File: src/rtl/locker_bank_scheduler.sv
// locker_bank_scheduler
//   Arbitrates between the deposit kiosk and the retrieval keypad. It gives each
//   deposit the lowest free locker and binds a PIN to it, and releases a locker when
//   a matching PIN is entered. The chosen door is held open for a timed window.
//   Consecutive bad retrieval PINs are counted, and a timed lockout follows too many.
//   Ports:
//     clk, reset                    clock, synchronous active-low reset
//     dep_req/dep_pin               deposit request (level) and PIN to bind
//     dep_ack/dep_full/dep_locker   deposit response pulses and allocated index
//     ret_req/ret_pin               retrieval request (level) and entered PIN
//     ret_ack/ret_fail/ret_locker   retrieval response pulses and matched index
//     release_all                   maintenance clear of all occupancy (IDLE only)
//     locker_doors                  one-hot door drive
//     occupied                      per-locker occupancy
//     lockout, busy                 status flags
//   All outputs are registered.
module locker_bank_scheduler #(
    parameter int NUM_LOCKERS      = 8,
    parameter int PIN_W            = 4,
    parameter int DOOR_OPEN_CYCLES = 16,
    parameter int MAX_FAILS        = 3,
    parameter int LOCKOUT_CYCLES   = 64,
    localparam int LW              = $clog2(NUM_LOCKERS)
) (
    input  logic                   clk,
    input  logic                   reset,
    input  logic                   dep_req,
    input  logic [PIN_W-1:0]       dep_pin,
    output logic                   dep_ack,
    output logic                   dep_full,
    output logic [LW-1:0]          dep_locker,
    input  logic                   ret_req,
    input  logic [PIN_W-1:0]       ret_pin,
    output logic                   ret_ack,
    output logic                   ret_fail,
    output logic [LW-1:0]          ret_locker,
    input  logic                   release_all,
    output logic [NUM_LOCKERS-1:0] locker_doors,
    output logic [NUM_LOCKERS-1:0] occupied,
    output logic                   lockout,
    output logic                   busy
);
    localparam int TMAX = (DOOR_OPEN_CYCLES > LOCKOUT_CYCLES) ? DOOR_OPEN_CYCLES : LOCKOUT_CYCLES;
    localparam int CW   = $clog2(TMAX + 1);
    localparam int FW   = $clog2(MAX_FAILS + 1);

    typedef enum logic [2:0] {S_IDLE, S_DEP, S_RET, S_DOOR, S_LOCK} state_t;

    state_t                             state, next_state;
    logic [NUM_LOCKERS-1:0][PIN_W-1:0]  pins, pins_d;
    logic [NUM_LOCKERS-1:0]             occ_d, doors_d;
    logic [FW-1:0]                      fail_cnt, fail_d, fail_inc;
    logic [CW-1:0]                      cnt, cnt_d;      // shared door / lockout timer
    logic                               rr_last_ret, rr_d; // 1: retrieval won the last tie
    logic                               dep_ack_d, dep_full_d, ret_ack_d, ret_fail_d;
    logic [LW-1:0]                      dep_locker_d, ret_locker_d;
    logic                               lockout_d;
    logic                               free_hit, match_hit;
    logic [LW-1:0]                      free_idx, match_idx;

    // Lowest-index search: scan downward so the last assignment is the lowest hit.
    always_comb begin
        free_hit  = 1'b0;
        free_idx  = '0;
        match_hit = 1'b0;
        match_idx = '0;
        for (int i = NUM_LOCKERS - 1; i >= 0; i--) begin
            if (!occupied[i]) begin
                free_hit = 1'b1;
                free_idx = LW'(i);
            end
            if (occupied[i] && pins[i] == ret_pin) begin
                match_hit = 1'b1;
                match_idx = LW'(i);
            end
        end
    end

    // Saturating increment of the failure count.
    assign fail_inc = (fail_cnt == FW'(MAX_FAILS)) ? fail_cnt : fail_cnt + FW'(1);

    // State register
    always_ff @(posedge clk) begin
        if (!reset) state <= S_IDLE;
        else        state <= next_state;
    end

    // Next-state logic
    always_comb begin
        next_state = state;
        case (state)
            S_IDLE: begin
                if (release_all)            next_state = S_IDLE;
                else if (dep_req && ret_req) next_state = rr_last_ret ? S_DEP : S_RET;
                else if (dep_req)            next_state = S_DEP;
                else if (ret_req)            next_state = S_RET;
            end
            S_DEP:  next_state = free_hit ? S_DOOR : S_IDLE;
            S_RET: begin
                if (match_hit)                        next_state = S_DOOR;
                else if (fail_inc == FW'(MAX_FAILS))  next_state = S_LOCK;
                else                                  next_state = S_IDLE;
            end
            S_DOOR: if (cnt == '0) next_state = S_IDLE;
            S_LOCK: if (cnt == '0) next_state = S_IDLE;
            default: next_state = S_IDLE;
        endcase
    end

    // Output / datapath next values
    always_comb begin
        occ_d        = occupied;
        pins_d       = pins;
        doors_d      = locker_doors;
        fail_d       = fail_cnt;
        rr_d         = rr_last_ret;
        cnt_d        = cnt;
        dep_ack_d    = 1'b0;
        dep_full_d   = 1'b0;
        ret_ack_d    = 1'b0;
        ret_fail_d   = 1'b0;
        dep_locker_d = '0;
        ret_locker_d = '0;
        lockout_d    = 1'b0;
        case (state)
            S_IDLE: begin
                if (release_all)             occ_d = '0;
                else if (dep_req && ret_req) rr_d  = (next_state == S_RET);
            end
            S_DEP: begin
                if (free_hit) begin
                    occ_d[free_idx]  = 1'b1;
                    pins_d[free_idx] = dep_pin;
                    dep_ack_d        = 1'b1;
                    dep_locker_d     = free_idx;
                    doors_d          = NUM_LOCKERS'(1) << free_idx;
                    cnt_d            = CW'(DOOR_OPEN_CYCLES - 1);
                end else begin
                    dep_full_d = 1'b1;
                end
            end
            S_RET: begin
                if (match_hit) begin
                    occ_d[match_idx] = 1'b0;
                    ret_ack_d        = 1'b1;
                    ret_locker_d     = match_idx;
                    doors_d          = NUM_LOCKERS'(1) << match_idx;
                    fail_d           = '0;
                    cnt_d            = CW'(DOOR_OPEN_CYCLES - 1);
                end else begin
                    ret_fail_d = 1'b1;
                    fail_d     = fail_inc;
                    if (fail_inc == FW'(MAX_FAILS)) begin
                        lockout_d = 1'b1;
                        cnt_d     = CW'(LOCKOUT_CYCLES - 1);
                    end
                end
            end
            // Timer was loaded with N-1 on the entry edge, so the window spans N cycles.
            S_DOOR: begin
                if (cnt == '0) doors_d = '0;
                else           cnt_d   = cnt - CW'(1);
            end
            S_LOCK: begin
                if (cnt == '0) begin
                    fail_d = '0;
                end else begin
                    cnt_d     = cnt - CW'(1);
                    lockout_d = 1'b1;
                end
            end
            default: ;
        endcase
    end

    // Registered datapath and outputs
    always_ff @(posedge clk) begin
        if (!reset) begin
            occupied     <= '0;
            pins         <= '0;
            locker_doors <= '0;
            fail_cnt     <= '0;
            rr_last_ret  <= 1'b1;
            cnt          <= '0;
            dep_ack      <= 1'b0;
            dep_full     <= 1'b0;
            ret_ack      <= 1'b0;
            ret_fail     <= 1'b0;
            dep_locker   <= '0;
            ret_locker   <= '0;
            lockout      <= 1'b0;
            busy         <= 1'b0;
        end else begin
            occupied     <= occ_d;
            pins         <= pins_d;
            locker_doors <= doors_d;
            fail_cnt     <= fail_d;
            rr_last_ret  <= rr_d;
            cnt          <= cnt_d;
            dep_ack      <= dep_ack_d;
            dep_full     <= dep_full_d;
            ret_ack      <= ret_ack_d;
            ret_fail     <= ret_fail_d;
            dep_locker   <= dep_locker_d;
            ret_locker   <= ret_locker_d;
            lockout      <= lockout_d;
            busy         <= (next_state != S_IDLE);
        end
    end
endmodule

File: config.mk
export PLATFORM = sky130hd
export DESIGN_NAME = locker_bank_scheduler
export DESIGN_NICKNAME = d
export VERILOG_FILES = /design/src/rtl/locker_bank_scheduler.sv
export SDC_FILE = /design/constraint.sdc
export NUM_CORES = 1
export LEC_CHECK = 0
export BUFFER_PORTS_ARGS = -buffer_cell sky130_fd_sc_hd__buf_2
export CAP_MARGIN = 10
export CORE_MARGIN = 5
export CORE_UTILIZATION = 45
export CTS_BUF_LIST = sky130_fd_sc_hd__clkbuf_4 sky130_fd_sc_hd__clkbuf_8
export DETAILED_ROUTE_END_ITERATION = 7
export PLACE_DENSITY = 0.69
export SYNTH_ARGS = -nofsm -noshare
export SYNTH_HDL_FRONTEND = slang
export SYNTH_SLANG_ARGS = --single-unit
File: constraint.sdc
create_clock -name clk -period 2.2 [get_ports clk]
set_input_delay 0.33 -clock clk [delete_from_list [all_inputs] [get_ports clk]]
set_output_delay 0.33 -clock clk [all_outputs]
set_load 0.01 [all_outputs]
-- Yosys cells after proc, flatten, opt, wreduce, memory -nomap -nowiden
Cells that the tools add are included.
- bits of input ports: 13
- register bits after elaboration: 73
- output and inout port bits: 28
- reduce and logical (&&, ||, !) cells: 29
- mux-type cells: 74
- bitwise gates (word level): 4
- $add $sub $neg: 2
- equal/unequal tests: 22
- order comparisons: 4
- shift operators: 2
- operator list (cell ; count):
    $mux W3 ; 23
    $mux W8 ; 6
    $pmux W8 S3 ; 2
    $bwmux W32 ; 1
    $eq A4 B4 Y1 ; 8
    $mux W7 ; 4
    $mux W1 ; 25
    $pmux W7 S3 ; 1
    $shl A1 B3 Y8 const A ; 2
    $demux W4 S3 ; 1
    $ne A2 B2 Y1 const B ; 6
    $pmux W3 S4 ; 1
    $reduce_and A4 Y1 ; 3
    $reduce_bool A3 Y1 ; 4
    $logic_and A1 B1 Y1 ; 11
    $mux W2 ; 5
    $eq A3 B2 Y1 const B ; 3
    $reduce_and A3 Y1 ; 3
    $and A8 B8 Y8 ; 1
    $lt A3 B4 Y1 const B ; 2
    $not A8 Y8 ; 1
    $or A8 B8 Y8 ; 1
    $reduce_and A2 Y1 ; 4
    $logic_not A7 Y1 ; 1
    15 further kinds ; 18

-- Depth between registers and ports, before layout
- depth in word-level cells: 18
- mapped depth: 9
- depth with buffers taken out: 8

-- Worst setup path before layout
Ideal clock, no wire load.
- path kind: reg2reg
- from: register occupied[0]
- to: register cnt[1]
- cell stages (with the launch flop): 8
- arrival time: 1.896 ns
- required time: 2.109 ns
- path slack: 0.213 ns
- clock period less this slack: 1.987 ns
- cell sequence: dfxtp_1 > buf_2 > nand2_1 > nor3_1 > nor2_2 > a311o_1 > o21a_4 > a311oi_1
- longest elaborated chain between the ends: 4
- elaborated cells on any way between the ends: 8
- ends and longest elaborated chain (element ; line ; text):
    start, declared ; 39 ; output logic [NUM_LOCKERS-1:0] occupied,
    start signal, assigned ; 179 ; occupied <= '0;
    start signal, assigned ; 194 ; occupied <= occ_d;
    $logic_and A1 B1 Y1 ; 72 ; if (occupied[i] && pins[i] == ret_pin) begin
    $mux W1 ; 72 ;
    $ne A3 B3 Y1 (no source line) or $mux W7 (tied branches) ; n/a ;
    $reduce_and A4 Y1 (no source line) or $pmux W7 S3 (tied branches) ; n/a ;
    end signal, assigned ; 199 ; cnt <= cnt_d;
    end, declared ; 53 ; logic [CW-1:0] cnt, cnt_d;
Parallel ways exist; a longest one is shown, timed or not.
A chain may end at the register's enable or synchronous reset.

-- Worst setup path after layout
- from: register pins[3] (netlist bit)
- to: register occupied[6]
- longest elaborated chain between the ends: 11
- elaborated cells on any way between the ends: 15
- ends and longest elaborated chain (element ; line ; text):
    start, declared ; 50 ; logic [NUM_LOCKERS-1:0][PIN_W-1:0] pins, pins_d;
    start signal, assigned ; 195 ; pins <= pins_d;
    $eq A4 B4 Y1 (*) ; 72 ;
    $logic_and A1 B1 Y1 (*) ; 72 ;
    $mux W3 ; 72 ;
    $lt A3 B4 Y1 (implied by the code) or $ge A3 B1 Y1 (tied branches) ; 144 ; occ_d[match_idx] = 1'b0;
    $logic_and A1 B1 Y1 (implied by the code) ; 144 ;
    $mux W1 (implied by the code) ; 144 ;
    $demux W1 S3 ; 144 ;
    $not A8 Y8 (no source line) ; n/a ;
    $and A8 B8 Y8 (no source line) ; n/a ;
    $mux W8 ; 143 ; if (match_hit) begin
    $pmux W8 S3 ; 125 ; case (state)
Every way passes the cells marked *; elsewhere a longest branch is shown, timed or not. The select of a mux whose other input is x is not followed.

==> key figures <==
Synth
  – Syn Area/Cell: 8.606 um^2
  – Synth cell types: 58
  – Predominant post-synthesis flop cell: dfxtp_1
  – FF+latch count, synth: 73
  – Yosys warning total: 0
  – Synth area leaders: dfxtp_1, mux2i_1, nor2_1, xor2_1, nand2_1
  – Syn nets: 434
  – Synth Instances: 419
  – Post-synth EDFFs: 0
  – Seq/Total Area, Yosys: 40.53%
  – Share of the synthesized area in the top cell type: 40.53%
  – Cell Area, Synth: 3606 um^2
  – Ys async rst share: 0%
  – Area leader, netlist: dfxtp_1

Drt
  – Router iterations before antenna repair: 5
  – Initial drt markers: 263
  – Antenna Nets Post-Route: 0
  – DRC: 0
  – Vias: 3265
  – Routed WL: 9408 um
  – Routed vias/inst: 5.397
  – DR WL/cell: 15.55 um

Min path
  – Hold Crit Class: in -> reg
  – Min-delay src: reset
  – Worst hold stages: 2
  – Worst hold endpoint: rr_last_ret

Setup path
  – Critical path launch point type: flop
  – Top delay family on crit path: compound AO/OA/AOI/OAI gates
  – Crit path capture type: flop
  – Flop-to-flop setup slack: 0.04 ns
  – CP required: 2.44 ns
  – Largest fanout on the critical path: 6
  – Critical path's most frequent cell: buf_4
  – FF-to-FF End: occupied[6]
  – Worst Path Arrival: 2.39 ns
  – RR Startpoint: pins[3]
  – Critical setup path kind: reg -> reg
  – Slowest stage delay, CP: 0.39 ns
  – Crit-path cells: xor2_1, nor4_4, buf_4, buf_4, nor2_2, nand4b_1, a21oi_1, nand2_1, a32o_1
  – Worst Path Buf+Inv: 2
  – FF-to-FF path depth: 9
  – Crit-path slowest cell: dfxtp_1

Placed design
  – Final HPWL DP: 6942 um
  – GP Congestion: 0.9199
  – Placed Area: 4193 um^2
  – PortBufs: 40

GRT
  – Vias in the first global route: 3187
  – Global-route wire length before repair: 15160 um
  – Global route total overflow: 0
  – Tot GR Track Use: 18.93%
  – Initial antenna violation count: 0
  – Largest net degree at the start of global routing: 28

Clock tree
  – Hold bufs inserted after CTS: 0
  – Clk root buf: clkbuf_8
  – CTS Buf Count: 9
  – Clock Latency Late Sink: 0.35 ns
  – CTS tree: done
  – CTS H-tree lvls: 3
  – CTS sink count: 73
  – Clock Tree Buf Depth: 2
  – Clock transition at path regs: 0.08 ns

Job
  – Max Cap Viol: 0

Floorplanning
  – Die height: 99.52 um
  – Die area: 9903 um^2
  – Core area: 7767 um^2
  – Num ports: 41
  – Rows: 32
  – Die X: 99.52 um
  – Initial Utilization: 46.42%

Finish
  – Final #Nets: 514
  – Commonest non-fill, non-tap cells in the layout: dfxtp_1, nor2_1, buf_4
  – Post-layout util: 57.65%
  – Cell area after layout: 4478 um^2
  – Layout area overhead: 24.18%
  – ANT cells: 0
  – Most common cell after layout, fill and taps aside: dfxtp_1
  – Layout cells sized above 1: 28.23%

Status
  – Status: completed

STA
  – Hold slack: 0.2304 ns
  – Final setup fails: 0
  – Final hold violation count: 0
  – Min Tclk post-route: 2.159 ns
  – Slew Limit Fails: 0
  – Worst-margin pin slew: 0.5454 ns
  – Final Cycle Share: 98.13%
  – Worst clock skew: 0.01236 ns
  – Rel. slew slack: 63.40%
  – Fmax: 463.2 MHz
  – TNS Setup: 0 ns

Power and ir drop
  – Leakage: 1.934 nW
  – Net Sw Frac: 29.56%
  – Final Power: 3.013 mW
  – Switch Pwr: 0.8907 mW
  – Reg power frac: 47.1%
  – PD cells: 672.9 nW/um^2
  – Clock network power share: 31.6%
  – Peak VDD IR: 0.4298 mV
  – Power Internal: 2.122 mW
  – Combinational Power Share: 21.3%
[worst max path at each step]
| stage | startpoint | end | slack, ns | cells past startpoint |
|---|---|---|---|---|
| floorplan | occupied[0] | cnt[1] | 0.21 | 7 |
| global placement | ret_pin[2] | occupied[6] | -0.16 | 10 |
| detailed placement | ret_pin[2] | occupied[4] | -0.19 | 10 |
| CTS | pins[24] | occupied[4] | 0.03 | 8 |
| global route | cnt[3] | locker_doors[4] | -0.02 | 9 |
| finish | pins[3] | occupied[6] | 0.04 | 9 |
[what timing repair did]
| action | 4_1_cts | 5_1_grt |
|---|---|---|
| buffers inserted | 0 | 2 |
| setup endpoints to repair | 0 | 21 |
| gates resized for setup | 0 | 25 |
[flip-flops by register name, summed over array words and instances (netlist names)]
register,flops
lockout,1
cnt,7
fail_cnt,2
state,3
locker_doors,8
ret_ack,1
occupied,8
dep_locker,3
rr_last_ret,1
ret_fail,1
busy,1
dep_full,1
pins,32
dep_ack,1
ret_locker,3
[cells in the mapped netlist (all sizes together) (2+ instances only)]
master	count
a21boi	2
a21o	2
a21oi	24
a311oi	3
a31oi	2
a32o	2
and2	4
and3	7
buf	9
clkbuf	11
clkinv	2
dfxtp	73
ha	2
inv	11
mux2i	29
nand2	40
nand2b	6
nand3	12
nand4	3
nor2	60
nor2b	5
nor3	12
nor4	7
o211a	3
o211ai	3
o21a	2
o21ai	27
o22ai	2
or2	4
xnor2	12
xor2	24
[cell type report]
cell class / instances / area (um^2)
clock inverter: 4 / 28.78
sequential: 73 / 1468
inverter: 13 / 48.80
timing repair buffer: 89 / 580.6
fill: 719 / 3289
tap: 102 / 127.6
clock buffer: 11 / 151.4
multi-input combinational: 313 / 2073
[worst reg2reg max path, delay by kind of cell, from the launching register on]
family / cells / cell delay (ns)
DFF: 1 / 0.39
buffers and inverters: 2 / 0.29
xor gates and xnor gates: 1 / 0.26
and+or+nand+nor: 4 / 0.56
AOI/OAI and AO/OA: 2 / 0.56
[routing by layer]
layer  up-vias  wire [um]  GRT usage, %
met4         0        221         7.458
met1      1520       3968         22.88
met2       118       4641         32.75
li1       1608          -             -
met3        19        577         3.997
met5         -          0             0
[cells by family after synthesis]
| kind of cell | count (synthesis) | synth area share [%] |
|---|---|---|
| adder cells (fa/ha/maj) | 2 | 0.6939 |
| multiplexers | 29 | 8.050 |
| AND/OR/NAND/NOR | 166 | 23.60 |
| buffers and inverters | 33 | 4.303 |
| AO/OA/AOI/OAI | 80 | 14.09 |
| XOR/XNOR | 36 | 8.744 |
| flip-flops | 73 | 40.53 |
[stage by stage]
step                std cells  worst slack [ns]
finish                    605           0.04121
global route              605          -0.02242
CTS                       603           0.02876
detailed placement        588           -0.1937
global placement          588           -0.1580
floorplan                 419            0.2133
[power groups by stage]
stage	combinational, mW	clock [mW]	sequential, mW
global placement	0.587	0	1.44
floorplan	0.408	0	1.44
detailed placement	0.598	0	1.45
finish	0.641	0.952	1.42
CTS	0.603	0.982	1.42
global route	0.704	1.02	1.43
(Power assumes the default switching activity.)
